## src/rtl/clk_sel_scheduler.sv

```systemverilog
// rtl/clk_sel_scheduler.sv - divided-clock select scheduler; define CLK_SCHED_FIXED_PRIO_EN for fixed priority arbitration
module clk_sel_scheduler #(
   parameter int HOLD_W = 8,
   parameter int NREQ   = 4
) (
   input  logic                sys_clk,
   input  logic                rst,
   input  logic                en,
   input  logic [31:0]         cnt,
   input  logic [NREQ-1:0]     req,
   input  logic [5*NREQ-1:0]   req_sel,
   input  logic [HOLD_W-1:0]   hold_ticks,
   output logic [4:0]          sel,
   output logic [NREQ-1:0]     gnt,
   output logic                busy,
   output logic                done
);

   typedef enum logic [1:0] {
      S_IDLE    = 2'd0,
      S_SWITCH  = 2'd1,
      S_RUN     = 2'd2,
      S_RELEASE = 2'd3
   } state_t;

   state_t              state_q, state_d;
   logic [4:0]          sel_q, sel_d;
   logic [4:0]          tgt_q, tgt_d;
   logic [1:0]          idx_q, idx_d;
   logic [HOLD_W-1:0]   left_q, left_d;
   logic                hist_q, hist_d;
`ifndef CLK_SCHED_FIXED_PRIO_EN
   logic [1:0]          last_q, last_d;
`endif

   logic [4:0]          sel_arr [NREQ];
   logic [1:0]          win_idx;
   logic                win_found;
   logic [4:0]          win_tgt;
   logic [4:0]          max_sel;
   logic [31:0]         low_mask;
   logic                safe_pt;
   logic                cur_bit;

   // unpack the per-requester select fields
   always_comb begin
      for (int k = 0; k < NREQ; k++) begin
         sel_arr[k] = req_sel[5*k +: 5];
      end
   end

   // winner search: fixed priority from 0, or round-robin starting after the last grant
   always_comb begin
      logic [1:0] cand;
      win_found = 1'b0;
      win_idx   = 2'd0;
      cand      = 2'd0;
      for (int k = 0; k < NREQ; k++) begin
`ifdef CLK_SCHED_FIXED_PRIO_EN
         cand = 2'(k);
`else
         cand = last_q + 2'(k + 1);
`endif
         if (!win_found && req[cand]) begin
            win_found = 1'b1;
            win_idx   = cand;
         end
      end
   end

   assign win_tgt  = sel_arr[win_idx];
   assign max_sel  = (sel_q > tgt_q) ? sel_q : tgt_q;
   assign low_mask = 32'hFFFF_FFFF >> (5'd31 - max_sel);
   assign safe_pt  = en && ((cnt & low_mask) == low_mask);
   assign cur_bit  = cnt[sel_q];

   // state and datapath registers
   always_ff @(posedge sys_clk) begin
      if (!rst) begin
         state_q <= S_IDLE;
         sel_q   <= 5'd0;
         tgt_q   <= 5'd0;
         idx_q   <= 2'd0;
         left_q  <= '0;
         hist_q  <= 1'b0;
`ifndef CLK_SCHED_FIXED_PRIO_EN
         last_q  <= 2'd3;
`endif
      end else begin
         state_q <= state_d;
         sel_q   <= sel_d;
         tgt_q   <= tgt_d;
         idx_q   <= idx_d;
         left_q  <= left_d;
         hist_q  <= hist_d;
`ifndef CLK_SCHED_FIXED_PRIO_EN
         last_q  <= last_d;
`endif
      end
   end

   // next-state logic; a dropped request aborts regardless of en
   always_comb begin
      state_d = state_q;
      sel_d   = sel_q;
      tgt_d   = tgt_q;
      idx_d   = idx_q;
      left_d  = left_q;
      hist_d  = hist_q;
`ifndef CLK_SCHED_FIXED_PRIO_EN
      last_d  = last_q;
`endif
      case (state_q)
         S_IDLE: begin
            if (en && win_found) begin
               idx_d   = win_idx;
               tgt_d   = win_tgt;
               left_d  = (hold_ticks == '0) ? HOLD_W'(1) : hold_ticks;
               hist_d  = cnt[win_tgt];
               state_d = (win_tgt == sel_q) ? S_RUN : S_SWITCH;
            end
         end
         S_SWITCH: begin
            if (!req[idx_q]) begin
               state_d = S_RELEASE;
            end else if (safe_pt) begin
               sel_d   = tgt_q;
               hist_d  = cnt[tgt_q];
               state_d = S_RUN;
            end
         end
         S_RUN: begin
            if (!req[idx_q]) begin
               state_d = S_RELEASE;
            end else if (en) begin
               hist_d = cur_bit;
               if (cur_bit && !hist_q) begin
                  left_d = left_q - HOLD_W'(1);
                  if (left_q == HOLD_W'(1)) begin
                     state_d = S_RELEASE;
                  end
               end
            end
         end
         S_RELEASE: begin
`ifndef CLK_SCHED_FIXED_PRIO_EN
            last_d  = idx_q;
`endif
            state_d = S_IDLE;
         end
         default: state_d = S_IDLE;
      endcase
   end

   // grant decode: live only while switching or running
   always_comb begin
      gnt = '0;
      if (state_q == S_SWITCH || state_q == S_RUN) begin
         gnt[idx_q] = 1'b1;
      end
   end

   assign sel  = sel_q;
   assign busy = (state_q != S_IDLE);
   assign done = (state_q == S_RELEASE);

endmodule
```

## config.mk

```make
export PLATFORM = sky130hd
export DESIGN_NAME = clk_sel_scheduler
export DESIGN_NICKNAME = d
export VERILOG_FILES = /design/src/rtl/clk_sel_scheduler.sv
export SDC_FILE = /design/constraint.sdc
export NUM_CORES = 1
export LEC_CHECK = 0
export CORE_MARGIN = 5
export CORE_UTILIZATION = 53
export DETAILED_ROUTE_END_ITERATION = 10
export HOLD_SLACK_MARGIN = 0.12
export PLACE_DENSITY = 0.83
export REMOVE_ABC_BUFFERS = 1
export SETUP_SLACK_MARGIN = 0.1
export SKIP_LAST_GASP = 1
export SYNTH_ARGS = -nofsm -noshare
export SYNTH_HDL_FRONTEND = slang
export SYNTH_SLANG_ARGS = --single-unit
```

## constraint.sdc

```tcl
create_clock -name sys_clk -period 4.7 [get_ports sys_clk]
set_input_delay 1.175 -clock sys_clk [delete_from_list [all_inputs] [get_ports sys_clk]]
set_output_delay 1.175 -clock sys_clk [all_outputs]
set_load 0.02 [all_outputs]
```

==> impl_metrics.py <==
metrics = {
    "routing": {
        "wl_met3_mm": 1.19,
        "antenna_left": 0,
        "wl_met1_mm": 4.61,
        "viasPerCell": 6.64,
        "drt-pass1-iter-count": 7,
        "drc": 0,
        "maxUsedRoutingLayer": "met4",
        "detailroute.wirelength.met2_mm": 5.54,
        "drt_iter0_drc": 342,
        "finalWirelength_mm": 11.7,
        "avgRoutedWirePerCell_um": 19.8,
        "vias": 3915,
    },
    "floorplanning": {
        "die-area_mm2": 0.00871,
        "start_util": 0.542,
        "die_h_um": 93.3,
        "row_count": 30,
        "core_mm2": 0.00679,
        "pin_count": 78,
        "fp.dieW_um": 93.3,
    },
    "clocking": {
        "cts_tree": "done",
        "cts_buffers": 3,
        "h-tree-depth": 1,
        "clkLatencyLatePin_ns": 0.27,
        "clkSinkCount": 25,
        "cts.clk_slew.worst_paths_ns": 0.10,
        "clock_path_buffers": 2,
        "cts-resized-gates": 0,
        "holdBufCountCts": 0,
        "clockRootBuffer": "clkbuf_8",
        "cts_setup_buffers": 0,
    },
    "job": {
        "max-cap-violations": 0,
    },
    "yosys": {
        "synth_seq_area_share": 0.136,
        "synth-edff-count": 0,
        "async_flop_share": 0,
        "netlist_area_mm2": 0.00368,
        "synth_seq_cells": 25,
        "synthesis.instances": 425,
        "yosys_most_used_dff": "dfxtp_1",
        "yosys.cell_types.count": 74,
        "syn_area_per_cell_um2": 8.66,
        "yosysWarnings": 0,
    },
    "global_routing": {
        "grt_overflow": 0,
        "antenna_found_initial": 0,
        "grt_max_degree": 29,
        "grt_pass1_wl_mm": 18.9,
        "grt_pass1_vias": 3858,
        "track_usage": 0.265,
    },
    "sta": {
        "slew_headroom": 0.415,
        "finalCritPeriodShare": 0.883,
        "setup_viol": 0,
        "tightestPinTransition_ns": 0.877,
        "whs_ns": 0.497,
        "timing.setup.tns_ns": 0,
        "hold_viol_final": 0,
        "finClkSkew_ns": 0.00260,
        "clock.fmax_mhz": 241,
        "period_minus_slack_ns": 4.15,
        "slew_violations": 0,
        "rsz0062_at_grt": "false",
    },
    "status": {
        "outcome": "complete, no violations",
    },
    "cells_and_area": {
        "nFillCells": 598,
        "fin_nets": 575,
        "final_cell_count_no_fill": 590,
        "n_antenna_cell": 0,
        "final_cell_mix": "clkdlybuf4s50_1, mux2i_1, nand2_1, nor2_1, dfxtp_1",
        "areaGrowthSynthToFinish_pct": 23.8,
        "drive_gt1_frac": 0.146,
        "final_common_cell": "clkdlybuf4s50_1",
    },
    "place": {
        "io_buffers": 77,
        "post-dp-hpwl_mm": 9.09,
        "gp_congestion": 1.03,
        "dp.cells": 586,
    },
    "critical_path": {
        "cp-start-kind": "flop",
        "crit_required_ns": 4.87,
        "worstSetupPathType": "flop to flop",
        "cp_max_fo": 13,
        "cp_num_buf_inv": 3,
        "end_kind": "flop",
        "cp_cell_sequence": "inv_1, ha_1, mux2i_2, a21oi_2, buf_4, buf_4, nor4_1, o31ai_1, nor4_1, a31o_2, a21oi_1, o41ai_1",
        "slowest_stage": "dfxtp_1",
        "crit_family": "compound AO/OA/AOI/OAI gates",
        "arrival_ns": 4.32,
        "critical-path-max-stage-delay_ns": 0.61,
    },
    "power": {
        "p_leak_nw": 1.70,
        "total_power_mw": 1.59,
        "power_density_mw_per_mm2": 348,
        "vdd.ir_drop.worst_v": 0.000215,
    },
    "worst_hold_path": {
        "hold_class": "flop to flop",
    },
}
[kinds of logic after synthesis]
family	after synthesis	share of synthesized area
AO/OA/AOI/OAI	117	0.245
buffers and inverters	48	0.0710
AND/OR/NAND/NOR	138	0.193
adder cells (fa/ha/maj)	13	0.0442
flip-flops	25	0.136
multiplexers	79	0.299
XOR/XNOR	5	0.0119
[worst register-to-register path, stage by stage (launching register included)]
cell	delay, ns
dfxtp_1	0.61
inv_1	0.25
ha_1	0.36
mux2i_2	0.48
a21oi_2	0.19
buf_4	0.25
buf_4	0.17
nor4_1	0.36
o31ai_1	0.14
nor4_1	0.44
a31o_2	0.34
a21oi_1	0.09
o41ai_1	0.37
[per-layer routing]
metal,vias to the layer above,global-route usage
met5,-,0
met4,0,0.0867
met3,36,0.0611
met2,246,0.446
met1,1835,0.334
li1,1798,-
[final cells by class]
cell class	count	area, um2	area share
Clock buffer	3	41.3	0.00906
Timing Repair Buffer	94	898	0.197
Tap cell	96	120	0.0264
Multi-Input combinational cell	352	2920	0.640
Inverter	19	71.3	0.0156
Clock inverter	1	7.51	0.00165
Sequential cell	25	500	0.110
[registers in the layout, indices dropped and copies added (netlist names)]
register / count
idx_q: 2
state_q: 2
hist_q: 1
tgt_q: 5
left_q: 8
last_q: 2
sel: 5
[power breakdown]
| group | leakage [nW] | total, mW | switching (mW) | internal, mW |
|---|---|---|---|---|
| clock network | 0.0217 | 0.135 | 0.0750 | 0.0601 |
| logic | 1.47 | 1.13 | 0.617 | 0.512 |
| registers | 0.205 | 0.322 | 0.0593 | 0.263 |
| total | 1.70 | 1.59 | 0.752 | 0.835 |
[stage by stage]
stage          instance area, um2   util  setup slack (ns)
6_report                     4560  0.671             0.550
5_1_grt                      4560  0.671             0.380
4_1_cts                      4560  0.671             0.690
3_5_place_dp                 4510  0.664             0.477
3_3_place_gp                 4510  0.664             0.514
2_1_floorplan                3490      -             0.959
[Yosys cell counts, drive strengths merged, types with 3 or more instances]
library cell	n	area [um2]
a211oi	11	82.6
a21oi	20	108
nand3	9	45.0
nor2b	6	37.5
a21o	3	22.5
mux2	12	135
and3	4	25.0
o31ai	3	36.3
mux4	21	484
nand3b	5	37.5
clkbuf	13	48.8
nor3	13	75.1
nor2	30	113
nand2b	9	63.8
dfxtp	25	500
clkinv	3	11.3
a211o	4	35.0
o21ai	18	90.1
nand2	35	131
o22ai	8	50.1
o221a	5	56.3
or3	4	25.0
o22a	3	26.3
a2111oi	4	55.1
ha	13	163
a31oi	11	83.8
inv	16	60.1
nand4	3	18.8
buf	16	141
nor4	8	50.1
mux2i	46	480
a311oi	8	87.6
or2	3	18.8
xnor2	3	26.3
[path summary, 6_finish.rpt]
check | from | to | slack, ns | depth (start not counted)
setup / recovery | tgt_q[4] | hist_q | 0.55 | 12
hold / removal | left_q[1] | left_q[1] | 0.50 | 2
setup reg to reg | tgt_q[4] | hist_q | 0.55 | 12
hold reg to reg | left_q[1] | left_q[1] | 0.50 | 2
No activity file was read; power rests on OpenSTA's default activity.
